### config.mk
export PLATFORM = sky130hd
export DESIGN_NAME = serial_demux16
export DESIGN_NICKNAME = d
export VERILOG_FILES = /design/src/rtl/serial_demux16.sv
export SDC_FILE = /design/constraint.sdc
export NUM_CORES = 1
export LEC_CHECK = 0
export BUFFER_PORTS_ARGS = -buffer_cell sky130_fd_sc_hd__buf_2
export CORE_MARGIN = 2
export CORE_UTILIZATION = 45
export CTS_BUF_LIST = sky130_fd_sc_hd__clkbuf_8
export DETAILED_ROUTE_END_ITERATION = 8
export PLACE_DENSITY = 0.73
export SLEW_MARGIN = 10
export SYNTH_ARGS = -nofsm -noshare
export SYNTH_HDL_FRONTEND = slang
export SYNTH_SLANG_ARGS = --single-unit
### constraint.sdc
create_clock -name clk -period 2.26 [get_ports clk]
set_input_delay 0.452 -clock clk [delete_from_list [all_inputs] [get_ports clk]]
set_output_delay 0.452 -clock clk [all_outputs]
set_load 0.01 [all_outputs]
### src/rtl/serial_demux16.sv
// serial_demux16: serial-to-parallel receiver for a 16-to-1 bit-select mux stream.
// The s output walks the word index and can drive the transmitter mux select
// directly. Each strobed bit lands at w[s], and w[0] is the first bit received.
// A completed word is published on w together with a one-cycle valid pulse.
module serial_demux16 #(
    parameter int WIDTH = 16,   // bits per frame, must equal 2**SEL_W
    parameter int SEL_W = 4
) (
    input  logic             clk,
    input  logic             rst_n,
    input  logic             start,
    input  logic             en,
    input  logic             f,
    output logic [SEL_W-1:0] s,
    output logic [0:WIDTH-1] w,
    output logic             valid,
    output logic             busy,
    output logic             abort
);

    localparam logic [1:0] IDLE  = 2'd0;
    localparam logic [1:0] SHIFT = 2'd1;
    localparam logic [1:0] DONE  = 2'd2;

    localparam logic [SEL_W-1:0] LAST = SEL_W'(WIDTH - 1);

    logic [1:0]       state;
    logic [0:WIDTH-1] shadow;
    logic [0:WIDTH-1] shadow_next;
    logic             capture;

    // A bit is taken only in SHIFT on a strobe that is not overridden by start.
    assign capture = (state == SHIFT) && en && !start;

    // Per-bit next value of the shadow word.
    // Any start clears the whole word. Otherwise only the bit addressed by s
    // can load on a capture, and every other bit holds.
    genvar gi;
    generate
        for (gi = 0; gi < WIDTH; gi++) begin : g_shadow
            assign shadow_next[gi] = start ? 1'b0 :
                                     (capture && (s == SEL_W'(gi))) ? f :
                                     shadow[gi];
        end
    endgenerate

    // Frame control FSM with registered outputs.
    // valid and abort are cleared on every cycle by default, so each one is a single-cycle pulse.
    always_ff @(posedge clk or negedge rst_n) begin
        if (!rst_n) begin
            state  <= IDLE;
            s      <= '0;
            shadow <= '0;
            w      <= '0;
            valid  <= 1'b0;
            busy   <= 1'b0;
            abort  <= 1'b0;
        end else begin
            shadow <= shadow_next;
            valid  <= 1'b0;
            abort  <= 1'b0;
            case (state)
                IDLE: begin
                    // en is ignored here. The start cycle itself captures nothing.
                    if (start) begin
                        state <= SHIFT;
                        s     <= '0;
                        busy  <= 1'b1;
                    end
                end
                SHIFT: begin
                    if (start) begin
                        // A restart discards the partial frame and leaves w untouched.
                        s     <= '0;
                        abort <= 1'b1;
                    end else if (en) begin
                        if (s == LAST) begin
                            // shadow_next already holds the final bit, so w gets the full word.
                            w     <= shadow_next;
                            s     <= '0;
                            valid <= 1'b1;
                            busy  <= 1'b0;
                            state <= DONE;
                        end else begin
                            s <= s + 1'b1;
                        end
                    end
                end
                DONE: begin
                    // start here opens the next frame immediately and raises no abort.
                    if (start) begin
                        state <= SHIFT;
                        s     <= '0;
                        busy  <= 1'b1;
                    end else begin
                        state <= IDLE;
                    end
                end
                default: begin
                    state <= IDLE;
                    s     <= '0;
                    busy  <= 1'b0;
                end
            endcase
        end
    end

endmodule

==> summary.md, run 1 <==
| Metric | Value |
|---|---|
| Commonest register cell after synthesis | sky130_fd_sc_hd__dfrtp_1 |
| Worst Clk Skew | 6.441 ps |
| Number of antenna violations at the first check in global routing | 0 |
| Relative slew slack | 0.6908 |
| Max-capacitance violation count | 0 |
| Total track usage | 0.1820 |
| Post-synthesis instance area | 0.001963 mm2 |
| Placed Instance Area | 0.002155 mm2 |
| Clock transition at the registers of the reported paths | 80 ps |
| Nature of the critical path startpoint | flip-flop |
| Routed wirelength normalized by instance count | 15.77 um |
| Portion of the clock cycle consumed by the worst path in the final layout | 0.8318 |
| Start-to-end type of the worst setup path | flip-flop to flip-flop |
| Setup Viol. Count Final | 0 |
| Cell family contributing the most delay on the critical path | simple AND/OR/NAND/NOR gates |
| Post-synthesis compound-gate area fraction | 0.1364 |
| Area of the die | 0.004907 mm2 |
| Post-synthesis simple-gate area fraction | 0.1714 |
| Top library cells by usage in the layout, fill and taps aside | sky130_fd_sc_hd__dfrtp_1 (40), sky130_fd_sc_hd__buf_2 (27), sky130_fd_sc_hd__a21oi_1 (20) |
| Fraction of power consumed by sequential logic | 0.541 |
| Reg area | 0.001001 mm2 |
| Number of cells upsized or downsized after cts | 0 |
| Crit path cell chain | ha_1 -> nand4_1 -> nor2_8 -> mux2_2 |
| Number of setup buffers added after CTS | 0 |
| Data required, critical path | 2450 ps |
| Setup repair after global routing missed its margin | false |
| Synth warn | 0 |
| Share of the synthesized area in the top cell type | 0.5099 |
| Global-route wire length before repair | 6.913 mm |
| Cells after Synth | 176 |
| Final hold vios | 0 |
| Growth of design area from synthesis to finish | 14.53% |
| Via count normalized by instance count | 5.488 |
| Via count of the first global-routing pass | 1375 |
| Number of buffers added by the clock tree synthesis step | 5 |
| Pins over their slew limit | 0 |
| Gate power share | 0.084 |
| Count of pins on the block boundary | 28 |
| Post-Route Setup TNS | 0 ps |
| Mean Syn Cell Area | 11.15 um2 |
| Int Pwr | 1.003 mW |
| Net switching share of the total power | 0.2576 |
| Distinct cells, synth | 37 |
| Filler-free cell count of the finished design | 260 |
| Number of register bits inferred by synthesis | 40 |
| Actual slew at the worst max-slew pin | 462.8 ps |
| Share of layout cells above drive strength 1 | 0.2933 |
| Dominant combinational cell family by area after synthesis | simple AND/OR/NAND/NOR gates |
| Syn Nets | 185 |
| Height of the chip | 70.05 um |
| Count of standard-cell rows | 24 |
| Core area | 0.004264 mm2 |
| CTS max path bufs | 2 |
| Start of the worst register-to-register path | s[0] |
| Max VDD drop | 409.2 uV |
| Area of the multi-input gates | 852.1 um2 |
| Slack of the critical path | 380.0 ps |
| Number of antenna diodes | 0 |
| Placed cell count | 252 |
| Period minus WS final | 1880 ps |
| Slowest stage cell on the critical path | sky130_fd_sc_hd__dfrtp_1 |
| Count of buffers inserted at the top-level ports | 27 |
| First-iteration detailed-routing DRC count | 108 |
| Leakage dissipation | 1.100 nW |
| Number of nets still failing antenna checks after routing | 0 |
| Worst path bufs/invs | 0 |
| CTS hold repair buffers | 0 |
| Total number of vias | 1427 |
| Starting Density | 0.4604 |
| Fill cell total of the finished layout | 403 |
| Number of levels the H-tree was split into | 2 |
| Async SR Flop Fraction | 1.000 |
| Synth area leaders | sky130_fd_sc_hd__dfrtp_1 (51%), sky130_fd_sc_hd__a21oi_1 (5.1%), sky130_fd_sc_hd__mux2_4 (4.6%) |
| Reported net switching power | 0.3479 mW |
| Final core area utilization | 0.5273 |
| Clock share of power | 0.375 |
| Pin count of the biggest net entering global routing | 21 |
| Outcome | completed |
| Global route total overflow | 0 |
| Multiplexer share of the synthesized area | 0.1007 |
| Post-Synth XOR/XNOR Area | 0 |
| CTS tree | built |
| Element type at the critical path end | flip-flop |
| Clock Root Buffer | sky130_fd_sc_hd__clkbuf_8 |
| Adder-cell share of the synthesized area | 0.02549 |
| Commonest non-fill, non-tap cell in the layout | sky130_fd_sc_hd__dfrtp_1 |
| Post-layout total power | 1.351 mW |
| Drc violations | 0 |
| Worst setup slack before clock tree synthesis | 313.2 ps |
| Clock Sink Count | 40 |
| Cell taking the most area after synthesis | sky130_fd_sc_hd__dfrtp_1 |
| Worst hold slack | 2.821 ps |
| Placed wire-length estimate | 2.771 mm |
| Layout Nets | 216 |
| Largest stage delay on the critical path | 490 ps |
| Register-to-register setup slack | 380 ps |
| CP Max Fanout | 16 |
| Destination of the worst register-to-register timing path | w[10] |
| Depth of the most critical reg-to-reg path | 4 |
| Wirelength, routed | 4.099 mm |
| Highest achievable clock rate | 531.9 MHz |
| Sequential area share after synthesis | 0.5099 |
| Post-layout instance area | 0.002248 mm2 |
| Detailed-router iteration count before antenna repair | 4 |
| Number of enable flip-flop cells after synthesis | 0 |
| Chip width | 70.05 um |
| Routability-driven placement congestion ratio | 0.7865 |
| Clock Latency Late Sink | 300 ps |
| Worst min-delay path class | input port to async pin |
| Power density of the placed cells | 600.7 mW/mm2 |
| Worst path arrival time | 2070 ps |
metal layers:
layer | vias up | wire, um | global-route usage
li1 | 704 | - | -
met1 | 678 | 2000 | 0.2615
met2 | 41 | 1808 | 0.2529
met3 | 4 | 245 | 0.06494
met4 | 0 | 44 | 0.06624
met5 | - | 0 | 0
synth_stat cells, drive strengths merged (2+ instances only):
| master | count |
|---|---|
| buf | 6 |
| a31oi | 3 |
| and4 | 2 |
| nand2 | 4 |
| o21ai | 12 |
| clkbuf | 7 |
| nor2 | 4 |
| mux2 | 12 |
| nand2b | 4 |
| nand3 | 12 |
| nand3b | 7 |
| and3b | 3 |
| mux2i | 4 |
| a31o | 3 |
| a21oi | 20 |
| nand4 | 5 |
| inv | 7 |
| ha | 4 |
| dfrtp | 40 |
| or3 | 4 |
cells by family (layout without fill, tap and decap cells):
family	Yosys count	count (layout)
flip-flops	40	40
AND/OR/NAND/NOR	51	51
buffers and inverters	20	52
multiplexers	16	16
adder cells (fa/ha/maj)	4	4
AO/OA/AOI/OAI	45	45
worst max-delay path by stage:
| stage | start | to | slack [ps] | depth (start not counted) |
|---|---|---|---|---|
| after floorplan | s[0] | w[1] | 420 | 6 |
| after global placement | start | w[0] | 350 | 4 |
| after detailed placement | start | w[9] | 310 | 4 |
| after CTS | s[0] | w[11] | 380 | 4 |
| after global routing | s[0] | w[0] | 270 | 4 |
| final | s[0] | w[10] | 380 | 4 |
flip-flops by register name, indices dropped and copies added, names as in the netlist:
| signal | cells |
|---|---|
| busy | 1 |
| abort | 1 |
| valid | 1 |
| state | 2 |
| s | 4 |
| w | 16 |
| shadow | 15 |
power groups by stage:
stage | combinational, mW | clock (mW) | sequential, mW
floorplan | 0.0601 | 0 | 0.747
global placement | 0.112 | 0 | 0.745
detailed placement | 0.114 | 0 | 0.745
CTS | 0.114 | 0.507 | 0.731
global route | 0.127 | 0.542 | 0.733
finish | 0.113 | 0.506 | 0.731
area by class of cell:
| type | count | area share |
|---|---|---|
| Clock buffer | 6 | 0.03673 |
| Clock inverter | 2 | 0.005008 |
| Inverter | 7 | 0.01169 |
| Multi-Input combinational cell | 116 | 0.3790 |
| Sequential cell | 40 | 0.4452 |
| Tap cell | 52 | 0.02894 |
| Timing Repair Buffer | 37 | 0.09349 |
worst reg2reg max path: stages, from the launching register on:
cell,delay [ps]
sky130_fd_sc_hd__dfrtp_1,490
sky130_fd_sc_hd__ha_1,230
sky130_fd_sc_hd__nand4_1,290
sky130_fd_sc_hd__nor2_8,380
sky130_fd_sc_hd__mux2_2,390
No activity file was read; power rests on OpenSTA's default activity.
==> run 2: changes to the inputs <==
Settings changed: ABC_AREA from default to 1.
Clock period 2.26 ns to 1.75 ns, I/O delays scaled along.
==> summary.md, run 2 <==
| Metric | Value |
|---|---|
| Cell taking the most area after synthesis | sky130_fd_sc_hd__dfrtp_1 |
| Commonest register cell after synthesis | sky130_fd_sc_hd__dfrtp_1 |
| Mean Syn Cell Area | 8.154 um2 (-27%) |
| Clock Root Buffer | sky130_fd_sc_hd__clkbuf_8 |
| Area of the multi-input gates | 802.0 um2 (-5.9%) |
| Detailed-router iteration count before antenna repair | 4 (unchanged) |
| Start-to-end type of the worst setup path | flip-flop to flip-flop |
| Placed cell count | 313 (+24%) |
| Wirelength, routed | 4.338 mm (+5.8%) |
| Data required, critical path | 1990 ps (-460 ps) |
| Pin count of the biggest net entering global routing | 31 (+48%) |
| Routability-driven placement congestion ratio | 0.7686 (-2.3%) |
| Total number of vias | 1650 (+16%) |
| Chip width | 69.95 um (-0.15%) |
| Synth area leaders | sky130_fd_sc_hd__dfrtp_1 (51%), sky130_fd_sc_hd__nand2_1 (14%), sky130_fd_sc_hd__nand3_1 (5.4%) |
| Count of standard-cell rows | 23 (-4.2%) |
| Via count normalized by instance count | 5.124 (-6.6%) |
| First-iteration detailed-routing DRC count | 77 (-29%) |
| Growth of design area from synthesis to finish | 15.22% |
| Max VDD drop | 485.1 uV (+19%) |
| Filler-free cell count of the finished design | 322 (+24%) |
| Count of buffers inserted at the top-level ports | 27 (unchanged) |
| Critical path startpoint | s[1] |
| Post-Route Setup TNS | 0 ps (unchanged) |
| Most frequent cells after synthesis | sky130_fd_sc_hd__nand2_1 (74), sky130_fd_sc_hd__dfrtp_1 (40), sky130_fd_sc_hd__inv_1 (24) |
| Placed Instance Area | 0.002151 mm2 (-0.17%) |
| Commonest non-fill, non-tap cell in the layout | sky130_fd_sc_hd__nand2_1 |
| Clock Sink Count | 40 (unchanged) |
| Number of buffers added by the clock tree synthesis step | 5 (unchanged) |
| Clock transition at the registers of the reported paths | 70 ps (about the same) |
| Actual slew at the worst max-slew pin | 386.6 ps (-76.18 ps) |
| Setup Viol. Count Final | 0 (unchanged) |
| Cells after Synth | 240 (+36%) |
| Placed wire-length estimate | 3.000 mm (+8.3%) |
| Starting Density | 0.4789 (+0.01849) |
| Syn Nets | 249 (+35%) |
| Area of the die | 0.004892 mm2 (-0.30%) |
| Global route total overflow | 0 (unchanged) |
| Largest registers | w (16), shadow (15), s (4) |
| Global-route wire length before repair | 7.410 mm (+7.2%) |
| Pins over their slew limit | 0 (unchanged) |
| Drc violations | 0 (unchanged) |
| Async SR Flop Fraction | 1.000 (unchanged) |
| Core area | 0.004086 mm2 (-4.2%) |
| Number of antenna violations at the first check in global routing | 0 (unchanged) |
| Routed wirelength normalized by instance count | 13.47 um (-15%) |
| Outcome | completed |
| Layout Nets | 280 (+30%) |
| Sequential area share after synthesis | 0.5115 (+0.001630) |
| Number of nets still failing antenna checks after routing | 0 (unchanged) |
| CTS max path bufs | 2 (unchanged) |
| Final hold vios | 0 (unchanged) |
| Highest achievable clock rate | 625.1 MHz (+18%) |
| Worst path arrival time | 1840 ps (-230 ps) |
| Depth of the most critical reg-to-reg path | 8 (+4) |
| Worst min-delay path startpoint | start |
| CTS tree | built |
| Share of the synthesized area in the top cell type | 0.5115 (+0.001630) |
| Portion of the clock cycle consumed by the worst path in the final layout | 0.9142 (+0.08234) |
| Distinct cells, synth | 21 (-43%) |
| Element type at the critical path end | flip-flop |
| Number of register bits inferred by synthesis | 40 (unchanged) |
| Setup repair after global routing missed its margin | false |
| Final core area utilization | 0.5517 (+0.02446) |
| Start of the worst register-to-register path | s[1] |
| Relative slew slack | 0.7422 (+0.05146) |
| Reg area | 0.001001 mm2 (unchanged) |
| Nature of the critical path startpoint | flip-flop |
| Post-synthesis instance area | 0.001957 mm2 (-0.32%) |
| Top library cells by usage in the layout, fill and taps aside | sky130_fd_sc_hd__nand2_1 (74), sky130_fd_sc_hd__dfrtp_1 (40), sky130_fd_sc_hd__buf_2 (27) |
| Leakage dissipation | 1.275 nW (+16%) |
| Number of levels the H-tree was split into | 2 (unchanged) |
| Max FFs per register | 16 (unchanged) |
| Register-to-register setup slack | 150 ps (-230 ps) |
| Share of layout cells above drive strength 1 | 0.1765 (-0.1168) |
| Last element of the critical path | w[6] |
| Fill cell total of the finished layout | 394 (-2.2%) |
| Synth warn | 0 (unchanged) |
| Destination of the worst register-to-register timing path | w[6] |
| Worst Clk Skew | 2.094 ps (-4.347 ps) |
| Register name with the most flops | w |
| Post-layout instance area | 0.002255 mm2 (+0.28%) |
| Height of the chip | 69.95 um (-0.15%) |
| Max-capacitance violation count | 0 (unchanged) |
| Clock Latency Late Sink | 290 ps (about the same) |
| Total track usage | 0.1916 (+0.009610) |
| Number of antenna diodes | 0 (unchanged) |
| Number of enable flip-flop cells after synthesis | 0 (unchanged) |
| Number of cells upsized or downsized after cts | 0 (unchanged) |
| CP Max Fanout | 11 (-5) |
| Count of pins on the block boundary | 28 (unchanged) |
| Most instantiated library cell after synthesis | sky130_fd_sc_hd__nand2_1 |
| Worst min-delay path class | input port to flip-flop |
| Period minus WS final | 1600 ps (-280.1 ps) |
| Power density of the placed cells | 848.2 mW/mm2 (+41%) |
| Via count of the first global-routing pass | 1601 (+16%) |
[run 2: changes by cell type after synthesis, moves of 5 or more]
cell,before,now
sky130_fd_sc_hd__o21ai_0,12,7
sky130_fd_sc_hd__a21oi_1,20,7
sky130_fd_sc_hd__inv_1,7,24
sky130_fd_sc_hd__and3_1,0,11
sky130_fd_sc_hd__mux2_2,6,0
sky130_fd_sc_hd__nand4_1,5,12
sky130_fd_sc_hd__nor2_1,3,22
sky130_fd_sc_hd__nand3b_1,7,0
sky130_fd_sc_hd__nand3_1,12,21
sky130_fd_sc_hd__mux2_4,6,0
sky130_fd_sc_hd__nand2_1,4,74
[run 2: area by class of cell]
class	instances	area share
timing repair buffer	33	0.08657
clock inverter	2	0.004994
inverter	26	0.04440
sequential	40	0.4440
multi-input combinational	165	0.3557
clock buffer	6	0.03663
tap	50	0.02775
[run 2: what timing repair did]
| action | 4_1_cts | 5_1_grt |
|---|---|---|
| hold buffers | 1 | 0 |
| hold endpoints to repair | 14 | 0 |
| endpoints found under the setup margin | 0 | 0 |
| setup buffers | 0 | 0 |
[run 2: worst min path at each step]
stage / endpoint / slack [ps] / cells after the start
global route: shadow[1] / 290 / 2
global placement: w[1] / 290 / 1
finish: shadow[3] / 310 / 2
detailed placement: w[2] / 300 / 1
floorplan: abort / 50 / 0
CTS: shadow[1] / 300 / 2
[run 2: where the power goes]
group          switching (mW)  internal [mW]  total [mW]  leakage [nW]
Combinational           0.193         0.0896       0.282         0.684
Clock                   0.319          0.314       0.634        0.0486
Sequential             0.0308          0.965       0.996         0.542
[run 2: per-stage QoR]
step           total power, mW  setup slack (ps)  hold slack, ps
6_report                 1.912             150.2           309.1
5_1_grt                  2.019             27.68           293.1
4_1_cts                  1.930             154.3           300.7
3_5_place_dp             1.297             165.5           297.0
3_3_place_gp             1.289             263.2           294.3
2_1_floorplan            1.178             300.4           54.41
[run 2: logic make-up after synthesis]
| family | synth area share |
|---|---|
| AND/OR/NAND/NOR | 0.3485 |
| flip-flops | 0.5115 |
| buffers and inverters | 0.07865 |
| AO/OA/AOI/OAI | 0.03580 |
| adder cells (fa/ha/maj) | 0.02558 |
[run 2: routing by layer]
metal  global-route usage  routed length [um]
met4              0.06624                  72
met2               0.3132                2023
met3              0.05195                 200
met1               0.2451                2042
met5                    0                   0
[run 2: critical path: stages, from the launching register on]
cell and delay [ps]:
sky130_fd_sc_hd__dfrtp_1 420, sky130_fd_sc_hd__ha_1 190, sky130_fd_sc_hd__inv_1 120, sky130_fd_sc_hd__nor2_4 160
sky130_fd_sc_hd__nand2_4 80, sky130_fd_sc_hd__nor2_8 190, sky130_fd_sc_hd__buf_4 200, sky130_fd_sc_hd__nand4_1 110
sky130_fd_sc_hd__nand2_1 70
==> run 3: changes to the inputs <==
Settings changed: CELL_PAD_IN_SITES_DETAIL_PLACEMENT from default to 1, CELL_PAD_IN_SITES_GLOBAL_PLACEMENT from default to 1, CORE_UTILIZATION 45 to 35, PLACE_DENSITY 0.73 to 0.76.
==> summary.md, run 3 (same netlist as run 2, synthesis figures left out) <==
| Metric | Value |
|---|---|
| Outcome | completed |
| Clock Root Buffer | sky130_fd_sc_hd__clkbuf_8 |
| Chip width | 78.78 um (+13%) |
| CTS max path bufs | 2 (unchanged) |
| Period minus WS final | 1546 ps (-53.72 ps) |
| Power density of the placed cells | 882.3 mW/mm2 (+4.0%) |
| Worst min-delay path class | input port to async pin |
| Detailed-router iteration count before antenna repair | 4 (unchanged) |
| Routability-driven placement congestion ratio | 0.7285 (-5.2%) |
| Core area | 0.005439 mm2 (+33%) |
| Total number of vias | 1689 (+2.4%) |
| Worst Clk Skew | 8.729 ps (+6.635 ps) |
| Worst setup slack before clock tree synthesis | 150.1 ps (-15.36 ps) |
| Number of buffers added by the clock tree synthesis step | 5 (unchanged) |
| Starting Density | 0.3598 (-0.1191) |
| Height of the chip | 78.78 um (+13%) |
| CTS tree | built |
| Post-layout total power | 2.030 mW (+6.2%) |
| Slack of the critical path | 203.9 ps (+53.72 ps) |
| Worst path arrival time | 1780 ps (-60 ps) |
| Commonest non-fill, non-tap cell in the layout | sky130_fd_sc_hd__nand2_1 |
| Depth of the most critical reg-to-reg path | 8 (unchanged) |
| Placed wire-length estimate | 3.425 mm (+14%) |
| Max VDD drop | 415.0 uV (-14%) |
| Register name with the most flops | w |
| Share of layout cells above drive strength 1 | 0.1832 (+0.006680) |
| Routed wirelength normalized by instance count | 14.06 um (+4.4%) |
| Number of antenna diodes | 0 (unchanged) |
| Relative slew slack | 0.6420 (-0.1002) |
| Fraction of power consumed by sequential logic | 0.491 (-0.030) |
| Placed Instance Area | 0.002178 mm2 (+1.3%) |
| Total track usage | 0.1721 (-0.01945) |
| First-iteration detailed-routing DRC count | 79 (+2.6%) |
| Start-to-end type of the worst setup path | flip-flop to flip-flop |
| Int Pwr | 1.470 mW (+7.4%) |
| Setup Viol. Count Final | 0 (unchanged) |
| Pin count of the biggest net entering global routing | 31 (unchanged) |
| Start of the worst register-to-register path | s[0] |
| Data required, critical path | 1980 ps (about the same) |
| Max-capacitance violation count | 0 (unchanged) |
| Count of pins on the block boundary | 28 (unchanged) |
| Layout Nets | 281 (+0.36%) |
| Post-Route Setup TNS | 0 ps (unchanged) |
| Pins over their slew limit | 0 (unchanged) |
| Portion of the clock cycle consumed by the worst path in the final layout | 0.8835 (-0.03070) |
| Global-route wire length before repair | 8.342 mm (+13%) |
| Destination of the worst register-to-register timing path | w[11] |
| Area of the die | 0.006206 mm2 (+27%) |
| Reported net switching power | 0.5598 mW (+3.1%) |
| Max FFs per register | 16 (unchanged) |
| Actual slew at the worst max-slew pin | 537.0 ps (+150.3 ps) |
| Top library cells by usage in the layout, fill and taps aside | sky130_fd_sc_hd__nand2_1 (74), sky130_fd_sc_hd__dfrtp_1 (40), sky130_fd_sc_hd__buf_2 (27) |
| Wirelength, routed | 4.851 mm (+12%) |
| Highest achievable clock rate | 646.8 MHz (+3.5%) |
| Via count of the first global-routing pass | 1737 (+8.5%) |
| Clock share of power | 0.368 (+0.037) |
| Number of nets still failing antenna checks after routing | 0 (unchanged) |
| Number of cells upsized or downsized after cts | 0 (unchanged) |
| Number of antenna violations at the first check in global routing | 0 (unchanged) |
| Count of buffers inserted at the top-level ports | 27 (unchanged) |
| Count of standard-cell rows | 27 (+17%) |
| Clock transition at the registers of the reported paths | 80 ps (about the same) |
| CP Max Fanout | 6 (-5) |
| Final hold vios | 0 (unchanged) |
| Net switching share of the total power | 0.2757 (-0.008121) |
| Post-layout instance area | 0.002301 mm2 (+2.1%) |
| Gate power share | 0.142 (-0.006) |
| CTS hold repair buffers | 0 (-1) |
| Clock Sink Count | 40 (unchanged) |
| Global route total overflow | 0 (unchanged) |
| Leakage dissipation | 1.292 nW (+1.3%) |
| Number of levels the H-tree was split into | 2 (unchanged) |
| Nature of the critical path startpoint | flip-flop |
| Via count normalized by instance count | 4.896 (-4.5%) |
| Drc violations | 0 (unchanged) |
| Growth of design area from synthesis to finish | 17.58% |
| Clock Latency Late Sink | 290 ps (about the same) |
| Largest registers | w (16), shadow (15), s (4) |
| Register-to-register setup slack | 200 ps (+50 ps) |
| Setup repair after global routing missed its margin | false |
| Element type at the critical path end | flip-flop |
run 3: changes by cell type in the layout (fill, tap and decap cells not counted), sizes merged:
cell	change
buf	+2
clkinv	+1
clkinvlp	-1
dlygate4sd3	-1
bufinv	+1
clkbuf	-1
run 3: routing by layer:
layer	vias up	GRT usage	wire [um]
li1	826	-	-
met3	2	0.03977	180
met2	29	0.2923	2393
met5	-	0	0
met1	832	0.2189	2258
met4	0	0.05088	19
run 3: through the flow:
step / hold WS [ps] / util / cells
2_1_floorplan: 54.41 / - / 240
5_1_grt: 59.26 / 0.4231 / 345
3_5_place_dp: 375.0 / 0.4005 / 335
3_3_place_gp: 371.2 / 0.4005 / 335
4_1_cts: 58.71 / 0.4203 / 343
6_report: 30.00 / 0.4231 / 345
run 3: timing repair:
item / in CTS / in global routing
setup endpoints to repair: 0 / 2
endpoints found under the hold margin: 0 / 0
setup buffers: 0 / 2
run 3: worst max path at each step:
stage          start  endpoint  slack, ps  cells past startpoint
2_1_floorplan   s[0]     w[10]        300                      9
3_3_place_gp    s[1]      w[4]        260                      8
3_5_place_dp    s[1]      w[4]        150                      8
4_1_cts         s[1]     w[15]        130                      8
5_1_grt         s[1]      busy         30                      8
6_report        s[0]     w[11]        200                      8
run 3: critical path, stage by stage (launching register included):
cell and delay, ps:
sky130_fd_sc_hd__dfrtp_1 410, sky130_fd_sc_hd__ha_1 190, sky130_fd_sc_hd__inv_1 120, sky130_fd_sc_hd__nor2_4 160
sky130_fd_sc_hd__nand2_4 80, sky130_fd_sc_hd__nor2_8 160, sky130_fd_sc_hd__buf_4 170, sky130_fd_sc_hd__nand4_1 120
sky130_fd_sc_hd__nand2_1 80
run 3: layout make-up:
class | count | area [um2]
Clock buffer | 5 | 68.82
Multi-Input combinational cell | 165 | 802.0
Inverter | 26 | 100.1
Timing Repair Buffer | 34 | 200.2
Clock inverter | 3 | 38.79
Fill cell | 699 | 3138
Tap cell | 72 | 90.09
Sequential cell | 40 | 1001
run 3: power by group through the flow:
stage                     logic, mW  registers [mW]  clock network [mW]
after floorplan               0.149            1.03                   0
after global placement        0.287            1.01                   0
after detailed placement      0.293            1.01                   0
after CTS                     0.296           0.997               0.768
after global routing          0.327            1.00               0.804
final                         0.288           0.996               0.746
